==> config.mk <==
export PLATFORM = sky130hd
export DESIGN_NAME = mux_2x1
export DESIGN_NICKNAME = d
export VERILOG_FILES = /design/src/rtl/mux_pkg.sv /design/src/rtl/mux_2x1_core.sv /design/src/rtl/mux_2x1.sv
export SDC_FILE = /design/constraint.sdc
export NUM_CORES = 1
export LEC_CHECK = 0
export ABC_CLOCK_PERIOD_IN_PS = 900
export BUFFER_PORTS_ARGS = -buffer_cell sky130_fd_sc_hd__buf_2
export CAP_MARGIN = 20
export CORE_MARGIN = 8
export CORE_UTILIZATION = 40
export CTS_CLUSTER_SIZE = 8
export DETAILED_ROUTE_END_ITERATION = 8
export PLACE_DENSITY = 0.82
export SYNTH_ARGS = -nofsm -noshare
export SYNTH_HDL_FRONTEND = slang
export SYNTH_SLANG_ARGS = --single-unit
export TNS_END_PERCENT = 5
==> constraint.sdc <==
create_clock -name clk -period 0.9 [get_ports clk]
set_input_delay 0.18 -clock clk [delete_from_list [all_inputs] [get_ports clk]]
set_output_delay 0.18 -clock clk [all_outputs]
set_load 0.1 [all_outputs]
==> src/rtl/mux_pkg.sv <==
// Shared types and helpers for the registered 2-to-1 word multiplexer.
package mux_pkg;

    localparam int DEFAULT_WIDTH = 32;

    typedef enum logic {
        SEL_E1 = 1'b0,
        SEL_E2 = 1'b1
    } mux_sel_e;

    // Even parity (XOR reduction); narrower words are zero-extended, which leaves parity unchanged.
    function automatic logic calc_even_parity(input logic [63:0] word);
        return ^word;
    endfunction

endpackage

==> src/rtl/mux_2x1_core.sv <==
// Purely combinational WIDTH-bit 2-to-1 selector: y = sel ? e2 : e1.
module mux_2x1_core
    import mux_pkg::*;
#(
    parameter int WIDTH = DEFAULT_WIDTH
) (
    input  logic [WIDTH-1:0] e1,
    input  logic [WIDTH-1:0] e2,
    input  logic             sel,
    output logic [WIDTH-1:0] y
);

    // Steer one operand through unchanged.
    always_comb begin
        y = e1;
        case (mux_sel_e'(sel))
            SEL_E1:  y = e1;
            SEL_E2:  y = e2;
            default: y = e1;
        endcase
    end

endmodule

==> src/rtl/mux_2x1.sv <==
// Registered 2-to-1 word multiplexer with a registered valid flag.
// Optional sel_par output (even parity of the selected word) when MUX2X1_PARITY_EN is defined.
module mux_2x1
    import mux_pkg::*;
#(
    parameter int WIDTH = DEFAULT_WIDTH
) (
    input  logic             clk,
    input  logic             rst_n,
    input  logic [WIDTH-1:0] e1,
    input  logic [WIDTH-1:0] e2,
    input  logic             sel,
    input  logic             in_valid,
    output logic [WIDTH-1:0] salMux,
    output logic             out_valid
`ifdef MUX2X1_PARITY_EN
    ,
    output logic             sel_par
`endif
);

    logic [WIDTH-1:0] core_y;
    logic [WIDTH-1:0] sal_mux_d, sal_mux_q;
    logic             out_valid_d, out_valid_q;

    mux_2x1_core #(
        .WIDTH (WIDTH)
    ) u_core (
        .e1  (e1),
        .e2  (e2),
        .sel (sel),
        .y   (core_y)
    );

    // Next-state: capture on valid input, otherwise hold data and drop valid.
    always_comb begin
        sal_mux_d   = sal_mux_q;
        out_valid_d = 1'b0;
        if (in_valid) begin
            sal_mux_d   = core_y;
            out_valid_d = 1'b1;
        end else begin
            sal_mux_d   = sal_mux_q;
            out_valid_d = 1'b0;
        end
    end

    // Output and valid registers with synchronous active-low reset.
    always_ff @(posedge clk) begin
        if (!rst_n) begin
            sal_mux_q   <= {WIDTH{1'b0}};
            out_valid_q <= 1'b0;
        end else begin
            sal_mux_q   <= sal_mux_d;
            out_valid_q <= out_valid_d;
        end
    end

    assign salMux    = sal_mux_q;
    assign out_valid = out_valid_q;

`ifdef MUX2X1_PARITY_EN
    logic sel_par_d, sel_par_q;

    // Parity follows the data register and only updates on valid input.
    always_comb begin
        sel_par_d = sel_par_q;
        if (in_valid) begin
            sel_par_d = calc_even_parity(64'(core_y));
        end else begin
            sel_par_d = sel_par_q;
        end
    end

    // Parity register with synchronous active-low reset.
    always_ff @(posedge clk) begin
        if (!rst_n) begin
            sel_par_q <= 1'b0;
        end else begin
            sel_par_q <= sel_par_d;
        end
    end

    assign sel_par = sel_par_q;
`endif

endmodule

Word level (Yosys, flattened, before mapping):

Cells that the tools add are included.

* bitwise gates (word level): 1
* multiplexer cells: 2

Operators by type and width (number)
* one-hot mux 32 bit (2 select lines): 1
* 2-to-1 mux 1 bit: 1
* inverter 1 bit: 1

* logic and storage cells: 5
* output and inout port bits: 33
* flip-flop bits (word level): 33
* bits of input ports: 68

Logic depth before layout (Yosys ltp):

* depth in word-level cells: 2
* gate-level depth with buffers: 4
* depth with buffers taken out: 2

By module:

Synthesis repeated with hierarchy kept, for this count alone.

* cell total of the unflattened synthesis: 141
* area total of the unflattened synthesis: 1814.2 um2

By module, submodules not included
* mux_2x1: area each 1270.0 um2, sequential area each 660.6 um2, times used 1, cells each 105
* mux_2x1_core: area each 544.3 um2, sequential area each 0.0 um2, times used 1, cells each 36

Worst setup path after synthesis:

No wires, ideal clock.

* path kind: register to register
* from: register salMux[31] (netlist name)
* to: register sal_mux_q[31], in the netlist salMux[31]
* stages on the path, launching flop included: 3
* setup slack: -0.416 ns
* library setup time: 0.071 ns
* path buffers: 0
* required time: 0.829 ns
* data arrival time: 1.245 ns
* period minus slack after synthesis: 1.316 ns
* path through: dfxtp_1 o21ai_0 a21oi_1

RTL lines
* end signal, assigned: line mux_2x1.sv:51 `sal_mux_q <= {WIDTH{1'b0}};`
* end signal, assigned: line mux_2x1.sv:54 `sal_mux_q <= sal_mux_d;`
* end, declared: line mux_2x1.sv:23 `logic [WIDTH-1:0] sal_mux_d, sal_mux_q;`

Worst setup path in the final report:

* from: register sal_mux_q[30], in the netlist salMux[30]
* to: output port salMux[30]

RTL lines
* end, declared: line mux_2x1.sv:14 `output logic [WIDTH-1:0] salMux,`

No word-level cell between the ends.

==> metrics <==
first-pass GRT wire length 7260 um; DP Worst Slack -85.2 ps; multiplexer share of the synthesized area 22.5%; hold buffer count at cts 0; FF/Latch Area 707 um^2; I/O pin count ~100; Startpoint Class flip-flop; Die Wd approximately 76 um; outcome finished, violations left; power share of the sequential group between 40% and 50%; Overall Global Routing Usage roughly 17%; worst-path fanout max 2; Die ar. between 0.005 and 0.006 mm^2; largest family of logic cells by synthesized area compound AO/OA/AOI/OAI gates; Slowest-stage cell, CP dfxtp_2; post-synthesis simple-gate area fraction less than 1%; Total Nets Final just over 300; port buffer count 100; Iter 0 DRT Violations 57; crit-path leading delay family flip-flops; Logic pwr share between 40 and 50%; cells after synthesis 144; top cell type's share of synthesized area between 40% and 50%; peak supply drop 0.00115 V; root buf cell clkbuf_4; DR pass1 iterations 4; complex-gate fraction of the synthesized area around 22%; Crit path arrival time 860 ps; Slew @ Worst Pin roughly 180 ps; Filler Cell Count between 200 and 250; gpl congestion approximately 0.74; count leader, synth dfxtp_1; sw frac between 30 and 40%; post-route cell area 0.00256 mm^2; worst path bufs/invs 1; adder-cell share of the synthesized area 0%; Site Rows 21; Max Cap Viol 0; clock buffer count from CTS 5; Tcrit/Tclk final 116%; fin. max-slew vios 0; Hold WC Path Type in2reg; hold slack final about 150 ps; Avg Vias per Cell a little over 5; cell taking the most area after synthesis dfxtp_1; Syn. warnings 0; synthesized netlist net count between 200 and 250; Residual DRC 0; Final min period about 1000 ps; final cell count without fillers around 290; Req. time, crit path between 700 and 800 ps; skew final 0 ps; Core Region 0.00339 mm^2; total grt overflow 0; ant diodes 0; Area contributors post-synth dfxtp_1 46%, mux2i_1 22%, a21oi_1 11%; sequential element share of the synthesized area between 40% and 50%; Most used DFF post-synth dfxtp_1; TritonCTS clock tree yes; pwr/cell area 1630 mW/mm^2; Clk pin slew, worst setup/hold paths 90 ps; initial antenna violation count 0; Placed Instances 281; dpl hpwl between 3000 and 4000 um; CP Capture Type output pin; leak pwr around 1.2 nW; Int Power about 2.6 mW; number of synthesized flops with an enable pin 0; Async SR Flop Fraction 0%; Post-DP Area 0.00251 mm^2; crit-path cells buf_12; multi-input combinational cell area between 600 and 700 um^2; NetSw roughly 1.6 mW; final core utilization between 70 and 80%; Max Fclk 0.958 GHz; Fin. Hold Viols 0; Post-CTS Setup Bufs 0; Initial Util a little over two fifths; Final setup viols 33; Die H roughly 76 um; Gates resized, CTS repair 0; Routed Wire Length around 4700 um; CP Class reg2out; vias in the first global route between 1500 and 2000; share of cells above drive strength 1 58.8%; RSZ-0062 raised after global routing yes; Vias roughly 1500; failing checks setup timing; Netlist Area Pre-Place 0.00142 mm^2; Worst Setup Slack, final -143 ps; largest net degree at the start of global routing 39; P&R area growth vs syn 79.5%; post-route ant nets 0; deepest clock path buffer count 2; post-synthesis cell type count 10; #FFs+latches synth 33; Synth top cells by count 33 x dfxtp_1, 32 x a21oi_1, 32 x mux2i_1, 32 x o21ai_0, 6 x clkbuf_1; Avg WL per Cell about 16 um; worst skew pair latency roughly 320 ps; Syn Area/Cell approximately 10 um^2; CP peak stage delay roughly 370 ps; Slew Limit Headroom between 80% and 90%; htree depth 2; clock power share between 10% and 20%; Synth Area in XOR/XNOR 0%; clk sinks 33
[registers in the layout, indices dropped and copies added, names as in the netlist]
| name | cells |
|---|---|
| salMux | 32 |
| out_valid | 1 |
[per-stage QoR]
stage / total power, mW / TNS, ps
5_1_grt: 4.35 / -5700
3_5_place_dp: 3.46 / -844
3_3_place_gp: 3.42 / -148
6_report: 4.16 / -4260
4_1_cts: 4.23 / -5010
2_1_floorplan: 2.74 / -1540
[worst paths after layout]
kind | slack [ps] | endpoint | startpoint | depth (start not counted)
max | -140 | salMux[30] | salMux[30]$_SDFFE_PN0P_ | 1
min | 150 | salMux[18]$_SDFFE_PN0P_ | e1[18] | 3
max reg2reg | 200 | salMux[31]$_SDFFE_PN0P_ | salMux[31]$_SDFFE_PN0P_ | 2
min reg2reg | 550 | salMux[18]$_SDFFE_PN0P_ | salMux[18]$_SDFFE_PN0P_ | 2
[cells by family (layout without fill, tap and decap cells)]
kind of cell,Yosys count,after routing
flops,33,33
mux,32,32
compound gates,64,64
simple gates,1,1
buf+inv,14,113
[final cells by class]
type / instances / share of cell area [%]
multi-input cells: 97 / 25.3
well taps: 46 / 2.25
repair buffers: 105 / 42.9
clock buffers: 8 / 1.91
flip-flops and latches: 33 / 27.7
[routing by layer]
metal  vias to the layer above  track usage (%)  routed length [um]
li1                        720                -                   -
met1                       667             15.3                1530
met2                        68             31.7                2470
met3                         9             6.71                 561
met4                         0             7.89                  97
met5                         -                0                   0
[layout by cell type, fill, tap and decap left out]
cell type / Yosys / routed
o21ai_0: 32 / 32
dfxtp_2: 0 / 31
clkbuf_4: 0 / 5
a21oi_1: 32 / 32
dfxtp_4: 0 / 2
buf_12: 3 / 38
and2_1: 1 / 1
buf_2: 3 / 67
clkbuf_1: 6 / 3
mux2i_1: 32 / 32
[power by group through the flow]
stage | sequential [mW] | clock, mW | combinational, mW
2_1_floorplan | 2.46 | 0 | 0.282
3_3_place_gp | 1.73 | 0 | 1.70
3_5_place_dp | 1.73 | 0 | 1.73
4_1_cts | 1.70 | 0.792 | 1.73
5_1_grt | 1.71 | 0.850 | 1.79
6_report | 1.70 | 0.747 | 1.72
No activity file was read; power rests on OpenSTA's default activity.
